File: src/rtl/sha256d_nonce_feeder.sv
// Nonce-scanning sequencer for a SHA-256 block core: midstate once per go, then
// SHA-256d per nonce with a target compare on the byte-reversed digest.
module sha256d_nonce_feeder #(
  parameter logic [255:0] SHA_IV        = 256'h6a09e667bb67ae853c6ef372a54ff53a510e527f9b05688c1f83d9ab5be0cd19,
  parameter bit           STOP_ON_FOUND = 1'b1
) (
  input  logic         clk,
  input  logic         rst_n,
  input  logic         go,
  input  logic         stop,
  input  logic [607:0] hdr_in,
  input  logic [31:0]  nonce_start,
  input  logic [31:0]  nonce_end,
  input  logic [255:0] target_in,
  output logic         sha_start,
  input  logic         sha_rq,
  input  logic [3:0]   sha_addr,
  output logic         sha_rdy,
  output logic [31:0]  sha_data,
  output logic [255:0] sha_state_in,
  input  logic [255:0] sha_state_out,
  input  logic         sha_done,
  output logic         busy,
  output logic         found,
  output logic [31:0]  found_nonce,
  output logic [255:0] found_hash,
  output logic         exhausted
);
  typedef enum logic [2:0] {
    S_IDLE, S_MID_GO, S_MID_WAIT, S_C2_GO, S_C2_WAIT, S_H2_GO, S_H2_WAIT, S_CHECK
  } state_e;

  state_e            state_q, state_d;
  logic [0:18][31:0] hdr_q;
  logic [31:0]       nonce_q, nonce_d, nonce_end_q;
  logic [255:0]      target_q, midstate_q, digest2_q;
  logic [0:7][31:0]  digest1_q;
  logic              stop_q, stop_d;
  logic              rdy_q, rdy_d;
  logic [31:0]       data_q, word;
  logic              found_q, found_d, exh_q, exh_d, load;
  logic [31:0]       fnonce_q;
  logic [255:0]      fhash_q, hash_le;
  logic              in_wait, hit;

  assign in_wait = (state_q == S_MID_WAIT) || (state_q == S_C2_WAIT) || (state_q == S_H2_WAIT);

  always_comb begin
    hash_le = '0;
    for (int i = 0; i < 32; i++) hash_le[8*i +: 8] = digest2_q[255-8*i -: 8];
  end
  assign hit = (hash_le <= target_q);

  // Word source for the current pass; padding constants encode 640- and 256-bit messages.
  always_comb begin
    word = 32'h0;
    case (state_q)
      S_MID_WAIT: word = hdr_q[5'(sha_addr)];
      S_C2_WAIT: begin
        if (sha_addr < 4'd3)        word = hdr_q[5'(sha_addr) + 5'd16];
        else if (sha_addr == 4'd3)  word = {nonce_q[7:0], nonce_q[15:8], nonce_q[23:16], nonce_q[31:24]};
        else if (sha_addr == 4'd4)  word = 32'h80000000;
        else if (sha_addr == 4'd15) word = 32'h00000280;
      end
      S_H2_WAIT: begin
        if (!sha_addr[3])           word = digest1_q[sha_addr[2:0]];
        else if (sha_addr == 4'd8)  word = 32'h80000000;
        else if (sha_addr == 4'd15) word = 32'h00000100;
      end
      default: word = 32'h0;
    endcase
  end

  assign rdy_d = in_wait && !sha_done && sha_rq && !rdy_q;

  always_comb begin
    state_d = state_q;
    nonce_d = nonce_q;
    found_d = 1'b0;
    exh_d   = 1'b0;
    load    = 1'b0;
    case (state_q)
      S_IDLE: if (go) begin
        load    = 1'b1;
        nonce_d = nonce_start;
        state_d = S_MID_GO;
      end
      S_MID_GO:   state_d = S_MID_WAIT;
      S_MID_WAIT: if (sha_done) state_d = S_C2_GO;
      S_C2_GO:    state_d = S_C2_WAIT;
      S_C2_WAIT:  if (sha_done) state_d = S_H2_GO;
      S_H2_GO:    state_d = S_H2_WAIT;
      S_H2_WAIT:  if (sha_done) state_d = S_CHECK;
      S_CHECK: begin
        found_d = hit;
        if (hit && STOP_ON_FOUND)      state_d = S_IDLE;
        else if (stop_q)               state_d = S_IDLE;
        else if (nonce_q == nonce_end_q) begin
          exh_d   = 1'b1;
          state_d = S_IDLE;
        end else begin
          nonce_d = nonce_q + 32'd1;
          state_d = S_C2_GO;
        end
      end
      default: state_d = S_IDLE;
    endcase
  end

  // Stop is only remembered while scanning; anything seen in IDLE is dropped.
  assign stop_d = (state_d == S_IDLE) ? 1'b0 : (stop_q || (stop && state_q != S_IDLE));

  always_ff @(posedge clk or negedge rst_n) begin
    if (!rst_n) begin
      state_q     <= S_IDLE;
      hdr_q       <= '0;
      nonce_q     <= '0;
      nonce_end_q <= '0;
      target_q    <= '0;
      midstate_q  <= '0;
      digest1_q   <= '0;
      digest2_q   <= '0;
      stop_q      <= 1'b0;
      rdy_q       <= 1'b0;
      data_q      <= '0;
      found_q     <= 1'b0;
      exh_q       <= 1'b0;
      fnonce_q    <= '0;
      fhash_q     <= '0;
    end else begin
      state_q <= state_d;
      nonce_q <= nonce_d;
      stop_q  <= stop_d;
      rdy_q   <= rdy_d;
      found_q <= found_d;
      exh_q   <= exh_d;
      if (rdy_d) data_q <= word;
      if (load) begin
        hdr_q       <= hdr_in;
        nonce_end_q <= nonce_end;
        target_q    <= target_in;
      end
      if (state_q == S_MID_WAIT && sha_done) midstate_q <= sha_state_out;
      if (state_q == S_C2_WAIT && sha_done)  digest1_q  <= sha_state_out;
      if (state_q == S_H2_WAIT && sha_done)  digest2_q  <= sha_state_out;
      if (found_d) begin
        fnonce_q <= nonce_q;
        fhash_q  <= hash_le;
      end
    end
  end

  assign sha_start    = (state_q == S_MID_GO) || (state_q == S_C2_GO) || (state_q == S_H2_GO);
  assign sha_state_in = (state_q == S_C2_GO || state_q == S_C2_WAIT) ? midstate_q : SHA_IV;
  assign sha_rdy      = rdy_q;
  assign sha_data     = data_q;
  assign busy         = (state_q != S_IDLE);
  assign found        = found_q;
  assign exhausted    = exh_q;
  assign found_nonce  = fnonce_q;
  assign found_hash   = fhash_q;
endmodule

File: config.mk
export PLATFORM = sky130hd
export DESIGN_NAME = sha256d_nonce_feeder
export DESIGN_NICKNAME = d
export VERILOG_FILES = /design/src/rtl/sha256d_nonce_feeder.sv
export SDC_FILE = /design/constraint.sdc
export NUM_CORES = 2
export LEC_CHECK = 0
export ABC_AREA = 1
export CAP_MARGIN = 25
export CELL_PAD_IN_SITES_DETAIL_PLACEMENT = 0
export CELL_PAD_IN_SITES_GLOBAL_PLACEMENT = 2
export CORE_AREA = 2 2 698 700
export CTS_CLUSTER_DIAMETER = 60
export DETAILED_ROUTE_END_ITERATION = 12
export DIE_AREA = 0 0 700 702
export PLACE_DENSITY_LB_ADDON = 0.1
export REMOVE_ABC_BUFFERS = 1
export SYNTH_ARGS = -nofsm -noshare
export SYNTH_HDL_FRONTEND = slang
export SYNTH_SLANG_ARGS = --single-unit
File: constraint.sdc
create_clock -name clk -period 6.9 [get_ports clk]
set_input_delay 1.38 -clock clk [delete_from_list [all_inputs] [get_ports clk]]
set_output_delay 1.38 -clock clk [all_outputs]
set_load 0.005 [all_outputs]
== Word-level counts from Yosys, hierarchy flattened ==
Index checks and enable logic that the tools add are counted.

* Add/sub/neg operators: 2
* Reduce and logical (&&, ||, !) cells: 20
* Bitwise logic cells: 3
* $lt $le $gt $ge: 5
* Equal/unequal tests: 16
* Mux-type cells: 39

{| class="wikitable"
|+ Operator list
! kind !! number
|-
| 2-to-1 mux 32 bit || 15
|-
| binary-select mux 32 bit (select 5 bit) || 2
|-
| less-or-equal comparator 256 bit || 1
|-
| 2-to-1 mux 256 bit || 1
|-
| binary-select mux 32 bit (select 3 bit) || 1
|-
| case mux 32 bit (3 select lines) || 1
|-
| case mux 32 bit (2 select lines) || 1
|-
| adder 32 x 1 -> 32 bit, second input constant || 1
|-
| equality test 32 bit || 1
|-
| case mux 3 bit (8 select lines) || 1
|-
| equality test 3 bit, second input constant || 4
|-
| greater-or-equal comparator 6 bit, second input constant || 2
|-
| 2-to-1 mux 3 bit || 4
|-
| 2-to-1 mux 10 bit || 1
|-
| 2-to-1 mux 9 bit || 1
|-
| equality test 4 bit, second input constant || 2
|-
| 2-to-1 mux 1 bit || 8
|-
| inequality test 2 bit, second input constant || 4
|-
| logical AND 1 bit || 7
|-
| equality test 3 x 2 -> 1 bit, second input constant || 2
|-
| logical NOT 3 bit || 2
|-
| logical OR 1 bit || 6
|-
| 2-to-1 mux 2 bit || 3
|-
| inverter 4 -> 6 bit || 1
|-
| other kinds (12) || 13
|}

* Bits of input ports: 1,194
* Register bits after elaboration: 2,023
* Word-level logic and storage cells: 125

== Depth between registers and ports, before layout ==
* Depth after elaboration: 7
* Mapped depth: 23

== Worst setup path before layout ==
Ideal clock, no wire load.

* Path type: register to output
* From: register state_q[1]
* To: output sha_state_in[103]
* Required time: 5.520 ns
* Cell stages (with the launch flop): 8
* Path buffers: 2
* Arrival time: 1.753 ns
* Setup slack: 3.767 ns
* Cells stage by stage: dfrtp_1 -> nand2_1 -> nor2_2 -> clkinv_1 -> nand4_1 -> clkbuf_1 -> clkbuf_1 -> nor2_1

* Word-level cells in the longest chain between the ends: 3
* Elaborated cells between the ends (all ways): 4
* Those cells by class: eq/ne (2); mux (1); reduce/logical (1)

{| class="wikitable"
|+ RTL lines
! item !! RTL line !! text
|-
| start, declared || 33 || <nowiki>state_e state_q, state_d;</nowiki>
|-
| start signal, assigned || 131 || <nowiki>state_q <= state_d;</nowiki>
|-
| equality test 3 x 2 -> 1 bit or equality test 3 bit (tied branches) || 154 || <nowiki>assign sha_state_in = (state_q == S_C2_GO || state_q == S_C2_WAIT) ? midstate_q : SHA_IV;</nowiki>
|-
| logical OR 1 bit * || 154 ||
|-
| 2-to-1 mux 256 bit * || 154 ||
|-
| end, declared || 20 || <nowiki>output logic [255:0] sha_state_in,</nowiki>
|}

Mark *: on every way between the ends. The rest lies on a longest branch, timed or not.

== Worst setup path in the final report ==
* From: register digest2_q[215]
* To: register fhash_q[242] (netlist: found_hash[242])

* Word-level cells in the longest chain between the ends: 2

{| class="wikitable"
|+ RTL lines
! item !! RTL line !! text
|-
| start, declared || 36 || <nowiki>logic [255:0] target_q, midstate_q, digest2_q;</nowiki>
|-
| start signal, assigned || 145 || <nowiki>if (state_q == S_H2_WAIT && sha_done) digest2_q <= sha_state_out;</nowiki>
|-
| less-or-equal comparator 256 bit || 52 || <nowiki>assign hit = (hash_le <= target_q);</nowiki>
|-
| 2-to-1 mux 1 bit || 82 || <nowiki>case (state_q)</nowiki>
|-
| end signal, assigned || 148 || <nowiki>fhash_q <= hash_le;</nowiki>
|-
| end, declared || 43 || <nowiki>logic [255:0] fhash_q, hash_le;</nowiki>
|}

Every way passes these cells.
A chain may end at the register's enable or synchronous reset.

==> results.md <==
- Status: complete, no violations
- Post-synth top area cell: dfrtp_1
- Placed Area: 116000 sq um
- Final Util: 0.265
- YS warnings: 0
- RSZ-0062 raised after global routing: no
- MaxCap Viol Count: 0
- Detailed Routing Iterations Pass 1: 6
- Aggregate global-route resource usage: 0.213
- Sink Count: 2023
- Fmax: 170 MHz
- HP Class: input pin to async pin
- Core Box Area: 484000 sq um
- Top cells by area, synth: dfrtp_1 (56%), nand2_1 (11%), o21ai_0 (9.9%)
- Setup_tns: 0 ns
- Layout area overhead: 41.8%
- Fin cells: 18.7k
- Post-route minimum period: 5.88 ns
- Die Y-Extent: 702 um
- CTS HTree Levels: 5
- Max Buffers Root-to-Sink: 4
- CTS buffer count: 353
- Root buffer cell: clkbuf_16
- Initial Util: 0.187
- 1st-iter DRT viols: 5224
- Fillers: between 50k and 60k
- Overall power: ~0.061 W
- Cell row count: about 260
- Gp weighted congestion: 0.800
- Port Buffers: between 1.5k and 2k
- Static leakage: around 58 nW
- Register area share after synthesis: 0.558
- Register bit total from synthesis: 2023
- Cells after synthesis: just over 10k
- Worst EP required: 7.76 ns
- PwrDens: 478 nW/um^2
- Dpl hpwl: about 410000 um
- Placed cell count: 18.0k
- Total gr overflow: 0
- Clk_lat worst skew: 0.98 ns
- Die X: ~700 um
- Syn Area/Cell: 8.90 sq um
- Drt via density: 4.22
- Fin area: around 130000 sq um
- Peak VDD IR: 0.357 mV
- Tcrit/Tclk final: 0.852
- Slew HR: 0.109
- Via count: 79.0k
- Post-Syn Area: 90700 sq um
- DRC viols: 0
- Post-CTS setup buffer count: 0
- CP endpoint kind: flop
- WL/cell: 28.8 um
- Tightest Pin Transition: 1.34 ns
- Worst-path maximum fanout: 94
- Setup CP Type: flop to flop
- Critical Path, Cell by Cell: ha_1, nand4_1, nor2_1, nand3_1, nor3b_1, and3_1, nand3_1, nand2_2, nand2_8, inv_12, buf_12, nand2_1, nand2_1
- Routed Antenna Nets: 0
- Data arrival, critical path: 6.74 ns
- Synth Flop Type: dfrtp_1
- I/O pin cnt: roughly 1.8k
- Worst path slowest cell: nor3b_1
- Total wire length: 539000 um
- Worst-case clock skew: 0.0752 ns
- Unique masters post-synth: between 50 and 60
- EDFF count, synth: 0
- Final hold violation count: 0
- CP peak stage delay: 0.85 ns
- Layout cells sized above 1: 0.0965
- Post-synth top area share: 0.558
- Final net count: 13.3k
- Pin count of the biggest net entering global routing: 215
- CTS tree: yes
- Hold Buf Count CTS: 0
- Final setup viols: 0
- Number of global-route vias before repair: 81.6k
- FFs w/ async S/R, synth: 1.00
- First-pass GRT wire length: 725000 um
- Die area: between 400000 and 500000 sq um
- CTS clock-pin slew for the worst setup and hold paths: 0.06 ns
- Initial antenna violation count: roughly 320
- Post-CTS sizing: 0
- Critical path startpoint category: flop
- Fin. max-slew vios: 0
[layout by cell type (no fill, tap or decap), drive strengths merged, types with 43 or more instances in the layout]
cell type         n
mux2            212
o221ai          132
clkinv           86
bufinv           43
nand2          2773
a22oi            68
inv            1202
clkinvlp         56
clkbuf          435
a21oi           332
dfrtp          2023
nor2            332
clkdlybuf4s50  1771
or2             137
nand4            51
ha              257
o21ai          1810
diode            86
buf             155
[where the power goes]
group          switching (W)  leakage, nW  internal (W)
Combinational         0.0130         26.7       0.00904
Clock                0.00711         5.94        0.0117
Sequential           0.00326         25.3        0.0174
Total                 0.0234         57.9        0.0381
[critical path: cells and delay by family (launching register included)]
family        cells  cell delay, ns
buf+inv           2            1.10
simple gates     10            3.58
flops             1            0.41
fa+ha+maj         1            0.33
[cells by family after synthesis]
family                     share of synthesized area
and+or+nand+nor                                0.147
AOI/OAI and AO/OA                              0.149
DFF                                            0.558
buffers and inverters                         0.0770
adders and majority gates                     0.0355
muxes                                         0.0288
xor gates and xnor gates                     0.00435
[state kept, by name (all words and copies together) (netlist names)]
name         count
target_q       256
sha_data        32
found            1
exhausted        1
nonce_end_q     32
state_q          3
stop_q           1
found_hash     256
digest1_q      256
hdr_q          608
digest2_q      256
found_nonce     32
midstate_q     256
sha_rdy          1
nonce_q         32
[per-stage QoR]
stage	hold slack [ns]	setup WS [ns]
6_report	0.324	1.02
3_3_place_gp	0.462	0.658
2_1_floorplan	0.445	-42.84
3_5_place_dp	0.464	0.703
4_1_cts	0.326	0.649
5_1_grt	0.333	0.606
[synth_stat cells, drive strengths merged (4+ instances only)]
cell type	number
a21oi	332
a221oi	19
o211ai	5
dfrtp	2023
xor2	27
buf	151
o21ai	1810
a22oi	68
a21o	11
o21bai	6
clkinv	4
ha	257
clkbuf	447
nor2	332
xnor2	18
a2bb2oi	9
mux2i	22
a41oi	8
nand4	51
nor3	23
nand2	2773
inv	1170
o31ai	21
o21a	22
a22o	18
or2	137
mux2	212
nand3	39
o221ai	132
nor4	10
a211oi	10
[path summary, 6_finish.rpt]
| check | from | endpoint | slack [ns] | cells past startpoint |
|---|---|---|---|---|
| min reg2reg | digest2_q[136]$_DFFE_PN0P_ | found_hash[112]$_DFFE_PN0P_ | 0.47 | 2 |
| max | digest2_q[215]$_DFFE_PN0P_ | found_hash[242]$_DFFE_PN0P_ | 1.02 | 13 |
| min | rst_n | hdr_q[101]$_DFFE_PN0P_ | 0.32 | 1 |
| min in group clk | digest2_q[136]$_DFFE_PN0P_ | found_hash[112]$_DFFE_PN0P_ | 0.47 | 2 |
| max in group asynchronous | rst_n | target_q[178]$_DFFE_PN0P_ | 4.63 | 3 |
| max reg2reg | digest2_q[215]$_DFFE_PN0P_ | found_hash[242]$_DFFE_PN0P_ | 1.02 | 13 |
[final cells by class]
class | count | area (sq um) | share of cell area
timing repair buffer | 1926 | 19500 | 0.152
tap | 6450 | 8070 | 0.0628
inverter | 1174 | 4440 | 0.0346
multi-input combinational | 6392 | 33300 | 0.259
clock inverter | 213 | 2750 | 0.0214
antenna | 86 | 215 | 0.00167
sequential | 2023 | 50600 | 0.394
clock buffer | 435 | 9660 | 0.0752
[metal layers]
layer	wire [um]	vias to the layer above	GRT usage
met4	13600	94	0.0583
met3	34500	841	0.0546
met5	565	-	0
met2	271000	2401	0.377
li1	-	36521	-
met1	219000	39137	0.254
No activity file was read; power rests on OpenSTA's default activity.
